**src/rtl/hamming_stream_src.sv**
```systemverilog
// Word-to-bit serializer feeding the bit-serial Hamming distance accumulator.
// Streams N bit pairs LSB first, clears the counter up front and captures its count at the end.
module hamming_stream_src #(
  parameter int N  = 1600,
  parameter int W  = 32,
  parameter int CW = 11
) (
  input  logic          clk,
  input  logic          rst,
  input  logic          start,
  input  logic          in_valid,
  output logic          in_ready,
  input  logic [W-1:0]  in_x,
  input  logic [W-1:0]  in_y,
  output logic          x_bit,
  output logic          y_bit,
  output logic          bit_valid,
  output logic          acc_clr,
  input  logic [CW-1:0] res_in,
  output logic [CW-1:0] result,
  output logic          done,
  output logic          busy
);

  localparam int NW   = (N + W - 1) / W;
  localparam int LAST = N - (NW - 1) * W;
  localparam int BCW  = $clog2(N + 1);
  localparam int WCW  = $clog2(NW + 1);
  localparam int LCW  = $clog2(W + 1);

  typedef enum logic [1:0] {IDLE, CLEAR, STREAM, DONE} state_t;

  state_t         state;
  logic [W-1:0]   sr_x, sr_y, buf_x, buf_y;
  logic [LCW-1:0] sr_len, buf_len;
  logic           buf_vld;
  logic [BCW-1:0] bit_cnt;
  logic [WCW-1:0] word_cnt;

  logic           emit, sr_last, sr_free, accept;
  logic [LCW-1:0] in_len;

  // Every output is a decode of registered state; nothing depends on in_valid.
  assign busy      = (state != IDLE);
  assign acc_clr   = (state == CLEAR);
  assign emit      = (state == STREAM) && (sr_len != '0);
  assign sr_last   = emit && (sr_len == LCW'(1));
  assign sr_free   = (sr_len == '0) || sr_last;
  assign in_ready  = busy && !buf_vld && (word_cnt < WCW'(NW));
  assign accept    = in_valid && in_ready;
  // The final word only carries the bits left over once N is reached.
  assign in_len    = (word_cnt == WCW'(NW - 1)) ? LCW'(LAST) : LCW'(W);
  assign bit_valid = emit;
  assign x_bit     = emit & sr_x[0];
  assign y_bit     = emit & sr_y[0];

  always_ff @(posedge clk or negedge rst) begin
    if (!rst) begin
      state    <= IDLE;
      sr_x     <= '0;
      sr_y     <= '0;
      sr_len   <= '0;
      buf_x    <= '0;
      buf_y    <= '0;
      buf_len  <= '0;
      buf_vld  <= 1'b0;
      bit_cnt  <= '0;
      word_cnt <= '0;
      result   <= '0;
      done     <= 1'b0;
    end else begin
      done <= 1'b0;
      if (accept) word_cnt <= word_cnt + WCW'(1);
      if (emit)   bit_cnt  <= bit_cnt + BCW'(1);

      // A word goes straight into the shifters when they drain this cycle, else it waits in the buffer.
      if (sr_free) begin
        if (buf_vld) begin
          sr_x    <= buf_x;
          sr_y    <= buf_y;
          sr_len  <= buf_len;
          buf_vld <= 1'b0;
        end else if (accept) begin
          sr_x   <= in_x;
          sr_y   <= in_y;
          sr_len <= in_len;
        end else begin
          sr_len <= '0;
        end
      end else begin
        if (emit) begin
          sr_x   <= sr_x >> 1;
          sr_y   <= sr_y >> 1;
          sr_len <= sr_len - LCW'(1);
        end
        if (accept) begin
          buf_x   <= in_x;
          buf_y   <= in_y;
          buf_len <= in_len;
          buf_vld <= 1'b1;
        end
      end

      case (state)
        IDLE: if (start) begin
          state    <= CLEAR;
          result   <= '0;
          bit_cnt  <= '0;
          word_cnt <= '0;
          sr_len   <= '0;
          buf_vld  <= 1'b0;
        end
        CLEAR:  state <= STREAM;
        STREAM: if (emit && bit_cnt == BCW'(N - 1)) state <= DONE;
        DONE: begin
          result <= res_in;
          done   <= 1'b1;
          state  <= IDLE;
        end
        default: state <= IDLE;
      endcase
    end
  end

endmodule
```
**config.mk**
```make
export PLATFORM = sky130hd
export DESIGN_NAME = hamming_stream_src
export DESIGN_NICKNAME = d
export VERILOG_FILES = /design/src/rtl/hamming_stream_src.sv
export SDC_FILE = /design/constraint.sdc
export NUM_CORES = 1
export LEC_CHECK = 0
export CORE_MARGIN = 8
export CORE_UTILIZATION = 42
export CTS_CLUSTER_DIAMETER = 40
export DETAILED_ROUTE_END_ITERATION = 16
export PLACE_DENSITY = 0.72
export SLEW_MARGIN = 25
export SYNTH_ARGS = -nofsm -noshare
export SYNTH_HDL_FRONTEND = slang
export SYNTH_SLANG_ARGS = --single-unit
```
**constraint.sdc**
```tcl
create_clock -name clk -period 3.16 [get_ports clk]
set_input_delay 0.632 -clock clk [delete_from_list [all_inputs] [get_ports clk]]
set_output_delay 0.632 -clock clk [all_outputs]
set_load 0.005 [all_outputs]
```
==> flow_summary.json <==
{
  "post-synth-top-area-fraction_pct": 49.1,
  "slew_viol_final": 0,
  "num_io_pins": 97,
  "yosys-top-cells-area": "dfrtp_1 49%, mux2_4 10%, mux2i_1 9.6%",
  "diodes": 0,
  "r2r-end": "buf_x[18]",
  "yosysMostFrequentCell": "dfrtp_1",
  "tightest_slew_ns": 0.829,
  "initial_utilization_pct": 42.4,
  "drcViolationCount": 0,
  "drtIter0Drc": 272,
  "synth_fp_nets": 793,
  "antenna_found_initial": 0,
  "required_ns": 2.53,
  "routed_wl_um": 18000,
  "reg2reg_depth": 7,
  "async_flop_share_pct": 100,
  "post_cts_buffers": 0,
  "routedWlPerCell_um": 16.8,
  "coreArea_um2": 20000,
  "dieArea_um2": 25100,
  "place.gp.congestion": 0.795,
  "grt_use_total_pct": 15.2,
  "syn_inst": 706,
  "cellLeakagePower_nw": 4.37,
  "status": "finished clean",
  "cts-root-buf": "clkbuf_16",
  "startpoint_type": "flop",
  "clk_latency_ns": 0.42,
  "synth.distinct_cells": 46,
  "finalHoldViolCount": 0,
  "fin_ws_ns": 0.227,
  "fin_setup_tns_ns": 0,
  "die_width_um": 158,
  "grt_first_pass_wirelength_um": 30500,
  "min_period_over_period_pct": 92.8,
  "clk_pin_slew_ns": 0.06,
  "synth_ff_type": "dfrtp_1",
  "vdd.ir_drop.worst_v": 0.000525,
  "cts-resized-gates": 0,
  "h-tree-depth": 4,
  "synth_area_um2": 8510,
  "synth_area_per_cell_um2": 12.0,
  "cellPowerDensity_nw_per_um2": 1060,
  "die_h_um": 158,
  "dr.pass1.iters": 4,
  "synth_seq_area_share_pct": 49.1,
  "vias": 5632,
  "path_class": "flop to primary output",
  "r2r_slack_ns": 0.68,
  "crit_arrival_ns": 2.30,
  "worst_setup_path_end_kind": "primary output",
  "cp_max_fo": 14,
  "synth.ff_latch_count": 167,
  "maxCapViolCount": 0,
  "io_buffer_count": 96,
  "r2r_start": "sr_len[0]",
  "ant_nets": 0,
  "finalSetupViolCount": 0,
  "rsz0062_at_grt": "no",
  "fp-row-count": 52,
  "hpwl_um": 11500,
  "synth_commonest_cells": "167 x dfrtp_1, 124 x o21ai_0, 82 x mux2i_1, 58 x mux2_1, 57 x mux2_4",
  "max_slew_margin_pct": 44.5,
  "post-synth-top-area-cell": "dfrtp_1",
  "hold_class": "input port to async pin",
  "synth-edff-count": 0,
  "crit_start": "sr_len[0]",
  "grt_remaining_overflow": 0,
  "cts_sinks": 167,
  "fin_crit_ns": 2.93,
  "cts_tree": "built",
  "grt_pass1_vias": 6038,
  "cts_buffers": 17,
  "drive_gt1_share_pct": 15.4,
  "clockBufferDepth": 2,
  "max_freq_ghz": 0.341,
  "pre_cts_slack_ns": 0.640,
  "ys_warn_count": 0,
  "skew_ns": 0.00915,
  "endpoint": "x_bit",
  "holdBufCountCts": 0,
  "via_per_inst": 5.28,
  "nets": 871,
  "grt_max_degree": 66,
  "syn2layout_area_growth_pct": 21.6
}
area by class of cell:
type / count / area (µm²)
clock inverter: 11 / 171
fill: 1820 / 9700
timing repair buffer: 110 / 1100
sequential: 167 / 4180
tap: 270 / 338
inverter: 12 / 45.0
multi-input combinational: 476 / 4030
clock buffer: 21 / 470
metrics by stage:
step                hold slack [ns]  power [mW]  utilization (%)  instance area, µm²  std cells
floorplan                     0.336        7.68                -                8510        706
global placement              0.450        8.65             48.4                9700       1035
detailed placement            0.459        8.86             48.4                9700       1035
CTS                           0.224        11.1             51.6               10300       1067
global route                  0.249        11.8             51.6               10300       1067
finish                        0.202        11.0             51.6               10300       1067
logic make-up (layout without fill, tap and decap cells):
kind of cell / count (synthesis) / in the layout / share of synthesized area (%)
AOI/OAI and AO/OA: 171 / 171 / 11.1
xor gates and xnor gates: 14 / 14 / 1.44
adders and majority gates: 8 / 8 / 1.18
buffers and inverters: 63 / 154 / 3.74
DFF: 167 / 167 / 49.1
muxes: 207 / 207 / 28.7
and+or+nand+nor: 76 / 76 / 4.72
critical path: stages (launching register included):
cell and delay (ns):
dfrtp_1 0.43, inv_1 0.06, ha_1 0.38, a21oi_1 0.34
and2_1 0.17, clkdlybuf4s50_1 0.50
where the power goes:
| group | internal, mW | total, mW | switching, mW |
|---|---|---|---|
| Sequential | 3.14 | 3.71 | 0.579 |
| Combinational | 2.68 | 5.04 | 2.36 |
| Clock | 1.39 | 2.24 | 0.850 |
sequential cells by signal (all words and copies together), names as in the netlist, 2 cells and up:
signal and cells:
sr_y 32, bit_cnt 11, result 11, sr_len 6, sr_x 32, state 2, word_cnt 6, buf_x 32
buf_y 32
worst min-delay path by stage:
stage          startpoint          to  slack, ns
6_report              rst  bit_cnt[3]       0.20
2_1_floorplan         rst  bit_cnt[0]       0.34
3_3_place_gp   buf_len[5]  buf_len[5]       0.45
5_1_grt               rst        done       0.25
3_5_place_dp   buf_len[5]  buf_len[5]       0.46
4_1_cts               rst  bit_cnt[3]       0.22
cells in the final DEF (no fill, tap or decap), drive strengths merged, types with 7 or more instances in the layout:
cell / count
a22oi: 11
xnor2: 11
buf: 15
ha: 8
mux2i: 82
nor3: 7
clkbuf: 21
dfrtp: 167
o21ai: 131
inv: 12
nor2: 27
mux2: 125
a21oi: 9
nand2: 12
clkdlybuf4s50: 95
per-layer routing:
layer | GRT usage, % | part of all wire (%) | vias to the layer above
met5 | 0 | 0 | -
met4 | 4.18 | 1.0 | 0
met3 | 3.07 | 3.9 | 14
met2 | 25.1 | 48 | 101
met1 | 20.0 | 47 | 2802
li1 | - | - | 2715
(Power assumes the default switching activity.)
